<file path="src/rtl/sprite_row_renderer.sv">
// sprite_row_renderer: draws one horizontal row of N_SPR identical, individually
// maskable sprites scaled by SCALE, from a live two-frame bitmap. spr_draw names
// the 1-based sprite whose opaque pixel covers the pixel_x seen one cycle earlier.
// Column and row positions come from counters that start when pixel_x hits a
// sprite base, so no divider is needed. This relies on pixel_x stepping by one
// per clock from the start of every scanline.
module sprite_row_renderer #(
  parameter int N_SPR = 11,
  parameter int SPR_W = 13,
  parameter int SPR_H = 8,
  parameter int SCALE = 2,
  parameter int PITCH = 32,
  parameter int X_W   = 10,
  parameter int IDX_W = $clog2(N_SPR + 1)
) (
  input  logic                       clk,
  input  logic                       rst,
  input  logic                       start,
  input  logic                       line_end,
  input  logic                       frame,
  input  logic [X_W-1:0]             spr_x,
  input  logic [X_W-1:0]             pixel_x,
  input  logic [N_SPR-1:0]           mask,
  input  logic [2*SPR_H*SPR_W-1:0]   bitmap,
  output logic [IDX_W-1:0]           spr_draw,
  output logic                       busy,
  output logic                       done
);

  // Bases are held wide enough that sprites past the right screen edge never
  // wrap back into the visible range.
  localparam int BASE_W     = X_W + $clog2(N_SPR) + 1;
  localparam int COL_W      = (SPR_W > 1) ? $clog2(SPR_W) : 1;
  localparam int ROW_W      = (SPR_H > 1) ? $clog2(SPR_H) : 1;
  localparam int SUB_W      = (SCALE > 1) ? $clog2(SCALE) : 1;
  localparam int FRAME_BITS = SPR_H * SPR_W;
  localparam int BI_W       = $clog2(2 * FRAME_BITS);

  typedef enum logic [1:0] {
    ST_IDLE = 2'd0,
    ST_ARM  = 2'd1,
    ST_LINE = 2'd2,
    ST_DONE = 2'd3
  } state_t;

  state_t              state_r;
  logic                frame_r;
  logic [N_SPR-1:0]    mask_r;
  logic [X_W-1:0]      spr_x_r;
  // Scanline index within the row is row_r*SCALE + lsub_r.
  logic [ROW_W-1:0]    row_r;
  logic [SUB_W-1:0]    lsub_r;
  // Next sprite to look for on this scanline, and its screen base.
  logic [IDX_W-1:0]    nxt_k_r;
  logic [BASE_W-1:0]   base_r;
  // Sprite currently being traced, with its column and horizontal sub-pixel.
  logic                act_r;
  logic [IDX_W-1:0]    act_k_r;
  logic [COL_W-1:0]    col_r;
  logic [SUB_W-1:0]    sub_r;
  logic [IDX_W-1:0]    spr_draw_r;
  logic                busy_r;
  logic                done_r;

  logic [BASE_W-1:0]   px_ext_s;
  logic [BASE_W-1:0]   sx_ext_s;
  logic                hit_s;
  logic                cur_vld_s;
  logic [IDX_W-1:0]    cur_k_s;
  logic [COL_W-1:0]    cur_col_s;
  logic [SUB_W-1:0]    cur_sub_s;
  logic [BI_W-1:0]     bit_idx_s;
  logic                opaque_s;
  logic [IDX_W-1:0]    draw_s;
  logic                nxt_act_s;
  logic [COL_W-1:0]    nxt_col_s;
  logic [SUB_W-1:0]    nxt_sub_s;

  assign px_ext_s = {{(BASE_W - X_W){1'b0}}, pixel_x};
  assign sx_ext_s = {{(BASE_W - X_W){1'b0}}, spr_x_r};
  assign spr_draw = spr_draw_r;
  assign busy     = busy_r;
  assign done     = done_r;

  // Decide which sprite and column cover the current pixel, and the counter
  // state for the next pixel.
  always_comb begin
    hit_s     = 1'b0;
    cur_vld_s = 1'b0;
    cur_k_s   = '0;
    cur_col_s = '0;
    cur_sub_s = '0;
    nxt_act_s = 1'b0;
    nxt_col_s = '0;
    nxt_sub_s = '0;
    if ((state_r == ST_LINE) && (nxt_k_r != IDX_W'(N_SPR)) && (px_ext_s == base_r)) begin
      hit_s     = 1'b1;
      cur_vld_s = 1'b1;
      cur_k_s   = nxt_k_r;
    end else if ((state_r == ST_LINE) && act_r) begin
      cur_vld_s = 1'b1;
      cur_k_s   = act_k_r;
      cur_col_s = col_r;
      cur_sub_s = sub_r;
    end else begin
      cur_vld_s = 1'b0;
    end

    bit_idx_s = BI_W'(int'(frame_r) * FRAME_BITS + int'(row_r) * SPR_W
                      + (SPR_W - 1 - int'(cur_col_s)));
    opaque_s  = cur_vld_s && mask_r[cur_k_s] && bitmap[bit_idx_s];
    draw_s    = opaque_s ? (cur_k_s + IDX_W'(1)) : '0;

    // Tracing stops at the sprite's last column or at the right screen edge.
    if (!cur_vld_s) begin
      nxt_act_s = 1'b0;
    end else if (pixel_x == {X_W{1'b1}}) begin
      nxt_act_s = 1'b0;
    end else if (cur_sub_s == SUB_W'(SCALE - 1)) begin
      if (cur_col_s == COL_W'(SPR_W - 1)) begin
        nxt_act_s = 1'b0;
      end else begin
        nxt_act_s = 1'b1;
        nxt_col_s = cur_col_s + COL_W'(1);
        nxt_sub_s = '0;
      end
    end else begin
      nxt_act_s = 1'b1;
      nxt_col_s = cur_col_s;
      nxt_sub_s = cur_sub_s + SUB_W'(1);
    end
  end

  // Row sequencer: latches the row setup, counts scanlines and pixel counters,
  // and registers all outputs.
  always_ff @(posedge clk) begin
    if (!rst) begin
      state_r    <= ST_IDLE;
      frame_r    <= 1'b0;
      mask_r     <= '0;
      spr_x_r    <= '0;
      row_r      <= '0;
      lsub_r     <= '0;
      nxt_k_r    <= '0;
      base_r     <= '0;
      act_r      <= 1'b0;
      act_k_r    <= '0;
      col_r      <= '0;
      sub_r      <= '0;
      spr_draw_r <= '0;
      busy_r     <= 1'b0;
      done_r     <= 1'b0;
    end else begin
      case (state_r)
        ST_IDLE: begin
          spr_draw_r <= '0;
          done_r     <= 1'b0;
          row_r      <= '0;
          lsub_r     <= '0;
          act_r      <= 1'b0;
          if (start) begin
            frame_r <= frame;
            mask_r  <= mask;
            spr_x_r <= spr_x;
            busy_r  <= 1'b1;
            state_r <= ST_ARM;
          end else begin
            busy_r  <= 1'b0;
            state_r <= ST_IDLE;
          end
        end
        ST_ARM: begin
          spr_draw_r <= '0;
          done_r     <= 1'b0;
          busy_r     <= 1'b1;
          row_r      <= '0;
          lsub_r     <= '0;
          nxt_k_r    <= '0;
          base_r     <= sx_ext_s;
          act_r      <= 1'b0;
          col_r      <= '0;
          sub_r      <= '0;
          if (line_end) begin
            state_r <= ST_LINE;
          end else begin
            state_r <= ST_ARM;
          end
        end
        ST_LINE: begin
          spr_draw_r <= draw_s;
          done_r     <= 1'b0;
          if (line_end) begin
            // A new scanline restarts the search from sprite 1; anything
            // still pending on this line is dropped.
            nxt_k_r <= '0;
            base_r  <= sx_ext_s;
            act_r   <= 1'b0;
            col_r   <= '0;
            sub_r   <= '0;
            if ((row_r == ROW_W'(SPR_H - 1)) && (lsub_r == SUB_W'(SCALE - 1))) begin
              row_r   <= '0;
              lsub_r  <= '0;
              busy_r  <= 1'b0;
              done_r  <= 1'b1;
              state_r <= ST_DONE;
            end else begin
              busy_r  <= 1'b1;
              state_r <= ST_LINE;
              if (lsub_r == SUB_W'(SCALE - 1)) begin
                lsub_r <= '0;
                row_r  <= row_r + ROW_W'(1);
              end else begin
                lsub_r <= lsub_r + SUB_W'(1);
              end
            end
          end else begin
            busy_r  <= 1'b1;
            state_r <= ST_LINE;
            if (hit_s) begin
              nxt_k_r <= nxt_k_r + IDX_W'(1);
              base_r  <= base_r + BASE_W'(PITCH);
            end else begin
              nxt_k_r <= nxt_k_r;
              base_r  <= base_r;
            end
            act_r   <= nxt_act_s;
            act_k_r <= cur_k_s;
            col_r   <= nxt_col_s;
            sub_r   <= nxt_sub_s;
          end
        end
        ST_DONE: begin
          spr_draw_r <= '0;
          done_r     <= 1'b0;
          busy_r     <= 1'b0;
          state_r    <= ST_IDLE;
        end
        default: begin
          spr_draw_r <= '0;
          done_r     <= 1'b0;
          busy_r     <= 1'b0;
          state_r    <= ST_IDLE;
        end
      endcase
    end
  end

endmodule

</file>
<file path="config.mk">
export PLATFORM = sky130hd
export DESIGN_NAME = sprite_row_renderer
export DESIGN_NICKNAME = d
export VERILOG_FILES = /design/src/rtl/sprite_row_renderer.sv
export SDC_FILE = /design/constraint.sdc
export NUM_CORES = 1
export LEC_CHECK = 0
export CORE_MARGIN = 2
export CORE_UTILIZATION = 26
export CTS_CLUSTER_SIZE = 28
export DETAILED_ROUTE_END_ITERATION = 16
export SETUP_SLACK_MARGIN = 0.5
export SYNTH_ARGS = -nofsm -noshare
export SYNTH_HDL_FRONTEND = slang
export SYNTH_SLANG_ARGS = --single-unit
</file>
<file path="constraint.sdc">
create_clock -name clk -period 7.05 [get_ports clk]
set_clock_uncertainty 0.1 [all_clocks]
set_input_delay 1.41 -clock clk [delete_from_list [all_inputs] [get_ports clk]]
set_output_delay 1.41 -clock clk [all_outputs]
set_load 0.03 [all_outputs]
</file>
==> flow_summary.yaml <==
layout:
  register_area_sq_um: 1260
  nFillCells: 2093
  area_growth_pct: 57.7
  drive_above_1_share_pct: 11.9
  diodes: 0
  multi_input_area_sq_um: 4040
  nNetsFinal: 1120
  post-route-util_pct: 41.6
timing:
  max_freq_mhz: 163
  whs_ps: 362
  setup_tns_ps: 0
  finalMaxSlewViolations: 0
  tightestPinTransition_ps: 956
  post-route-period-util_pct: 87.3
  max_slew_margin_pct: 34.5
  setup_viol: 0
  rsz0062_at_grt: "false"
  hold_viol_final: 0
  worst_slack_ps: 896
  period_needed_ps: 6150
logic_synthesis:
  synthFlopType: "dfxtp_1"
  synth_area_sq_um: 5530
  synth-xor-area-share_pct: 3.80
  synth-async-reset-ratio_pct: 0
  syn_inst: 601
  synth_edf_count: 0
  synth-compound-area-share_pct: 13.1
  postSynthAreaPerCell_sq_um: 9.20
  ys_ff_latch: 63
  muxShareOfSynthArea_pct: 26.9
  yosysSeqAreaShare_pct: 22.8
  synth_fa_ha_area_share_pct: 8.14
  synth_top_family_by_area: "multiplexers"
  synth-simple-area-share_pct: 20.5
  yosysUniqueCellTypes: 55
  yosysWarnings: 0
  syn-num-nets: 878
die:
  initial_core_util_pct: 26.4
  io_pins: 250
  dieArea_sq_um: 22500
  row_count: 53
  core_sq_um: 21000
  chipWidth_um: 150
  die_h_um: 150
clocking:
  holdBufCountCts: 0
  cts_tree: "yes"
  cts.sinks: 63
  cts_buffers: 9
  clockBufferDepth: 2
  insertion_delay_ps: 330
  cts-root-buf: "clkbuf_16"
  h-tree-depth: 3
  cts.clk_slew.worst_paths_ps: 50
placed_design:
  gp_congestion: 0.898
  pre_cts_ws_ps: 290
  place_hpwl_um: 16100
  port_buffers: 249
setup_path:
  r2r_slack_ps: 1190
  cp.buffers_inverters: 3
  required_ps: 7150
  crit_fanout: 15
  critical_path_class: "in2reg"
  max_stage_delay_ps: 600
  arrival_ps: 6260
  crit_family: "adder cells"
  start_kind: "input pin"
  critPathCaptureType: "flip-flop"
  cpMaxStageDelayCell: "fa_2"
  path_cells: "clkdlybuf4s50_1 -> xnor2_1 -> nand4_1 -> or4_4 -> and3_1 -> inv_1 -> ha_1 -> xnor2_1 -> ha_1 -> ha_1 -> ha_2 -> fa_2 -> buf_12 -> mux4_2 -> a22oi_1 -> a22oi_1 -> o31ai_1 -> a211o_1 -> nand2_1 -> mux2i_4 -> nor3_1"
  path_common_cell: "ha_1"
power:
  powerDensity_nw_per_um2: 129
  ir_worst_vdd_mv: 0.0971
  report.power.total_mw: 1.13
  p_leak_nw: 3.31
detailed_routing:
  drt-pass1-iter-count: 6
  drtIter0Drc: 204
  antenna_left: 0
  num_vias: 5441
  avgViaCountPerCell: 4.85
  wl_um: 19500
  routedWlPerCell_um: 17.4
  drc: 0
global_routing:
  grt_use_total_pct: 17.5
  gr-total-overflow: 0
  antenna_found_initial: 1
  grt_pass1_vias: 5552
  grt_pass1_wl_um: 30700
  grt_max_degree: 53
run_status:
  outcome: "finished, final reports clean"
flow_run:
  drv_cap: 0
hold_path:
  min_path_type: "reg2reg"
worst reg2reg max path, cell delays in order, from the launching register on:
cell and delay [ps]:
dfxtp_1 360, inv_1 100, ha_1 510, nor4b_2 410
nand4_1 170, or4_4 580, and3_1 220, inv_1 60
ha_1 190, xnor2_1 130, ha_1 250, ha_1 300
ha_2 200, fa_2 600, buf_12 170, mux4_2 320
a22oi_1 220, a22oi_1 90, o31ai_1 220, a211o_1 160
nand2_1 90, mux2i_4 210, nor3_1 90
synth_stat cells (8+ instances only):
master    number  share of area (%)
clkbuf_1      22                1.5
a21boi_0      28                3.8
nand4_1       11                1.2
mux2i_1       26                4.7
ha_1          28                6.3
xnor2_1       17                2.7
dfxtp_1       63                 23
nand2_1      104                7.1
nor2_1        28                1.9
mux4_2        52                 21
a31oi_1        8               0.91
nand3_1       22                2.0
nor2b_1       17                1.9
o21ai_0       16                1.4
nor3_1        10               0.91
buf_2         11                1.0
inv_1         24                1.6
a21oi_1       13                1.2
per-layer routing:
layer  share of wire [%]  routed length, um  GRT usage [%]  vias to the layer above
met5               0.067                 13              0                        -
met4                 1.9                378           4.29                        2
met3                 6.3               1220           5.12                       24
met2                  47               9190           28.6                      159
met1                  45               8700           22.8                     2554
li1                    -                  -              -                     2702
timing repair:
item                                    4_1_cts  5_1_grt
setup buffers                                 0        1
endpoints found under the setup margin        0        4
endpoints found under the hold margin         0        0
gates resized for setup                       0        5
power by group:
part	internal [mW]	total (mW)	switching [mW]
clock	0.283	0.437	0.154
combinational	0.201	0.309	0.108
sequential	0.370	0.383	0.0128
final timing paths:
path              start          end  depth (start not counted)
max          pixel_x[1]  spr_draw[2]                         21
min           mask_r[7]    mask_r[7]                          2
min reg2reg   mask_r[7]    mask_r[7]                          2
max reg2reg  state_r[0]  spr_draw[2]                         22
cells in the final DEF, fill, tap and decap left out, types with 11 or more instances in the layout:
| cell type | netlist | layout |
|---|---|---|
| a21boi_0 | 28 | 28 |
| a21oi_1 | 13 | 13 |
| buf_4 | 2 | 18 |
| clkdlybuf4s50_1 | 0 | 249 |
| dfxtp_1 | 63 | 63 |
| ha_1 | 28 | 25 |
| inv_1 | 24 | 24 |
| mux2i_1 | 26 | 25 |
| mux4_2 | 52 | 52 |
| nand2_1 | 104 | 104 |
| nand3_1 | 22 | 22 |
| nand4_1 | 11 | 11 |
| nor2_1 | 28 | 28 |
| nor2b_1 | 17 | 17 |
| o21ai_0 | 16 | 16 |
| xnor2_1 | 17 | 17 |
state kept, by name, indices dropped and copies added (netlist names), named ones only:
| register | flops |
|---|---|
| base_r | 15 |
| mask_r | 11 |
| spr_x_r | 10 |
| act_k_r | 4 |
| col_r | 4 |
| nxt_k_r | 4 |
| spr_draw | 4 |
| row_r | 3 |
| act_r | 1 |
| busy | 1 |
| done | 1 |
| frame_r | 1 |
| lsub_r | 1 |
| state_r | 1 |
| sub_r | 1 |
per-stage QoR:
| stage | std cells | area (sq um) |
|---|---|---|
| 2_1_floorplan | 601 | 5530 |
| 3_3_place_gp | 1105 | 8370 |
| 4_1_cts | 1121 | 8670 |
| 5_1_grt | 1123 | 8720 |
| 3_5_place_dp | 1105 | 8370 |
| 6_report | 1123 | 8720 |
logic make-up (layout without fill, tap and decap cells):
| logic type | count (synthesis) | count (layout) |
|---|---|---|
| adders and majority gates | 33 | 33 |
| DFF | 63 | 63 |
| xor gates and xnor gates | 24 | 24 |
| buffers and inverters | 63 | 310 |
| AOI/OAI and AO/OA | 101 | 101 |
| muxes | 82 | 82 |
| and+or+nand+nor | 235 | 235 |
layout make-up:
type                            instances  area share (%)
Clock buffer                           13            2.87
Inverter                               24            1.03
Clock inverter                          3           0.488
Multi-Input combinational cell        475            46.3
Timing Repair Buffer                  270            30.9
Tap cell                              275            3.95
Sequential cell                        63            14.5
(Power assumes the default switching activity.)
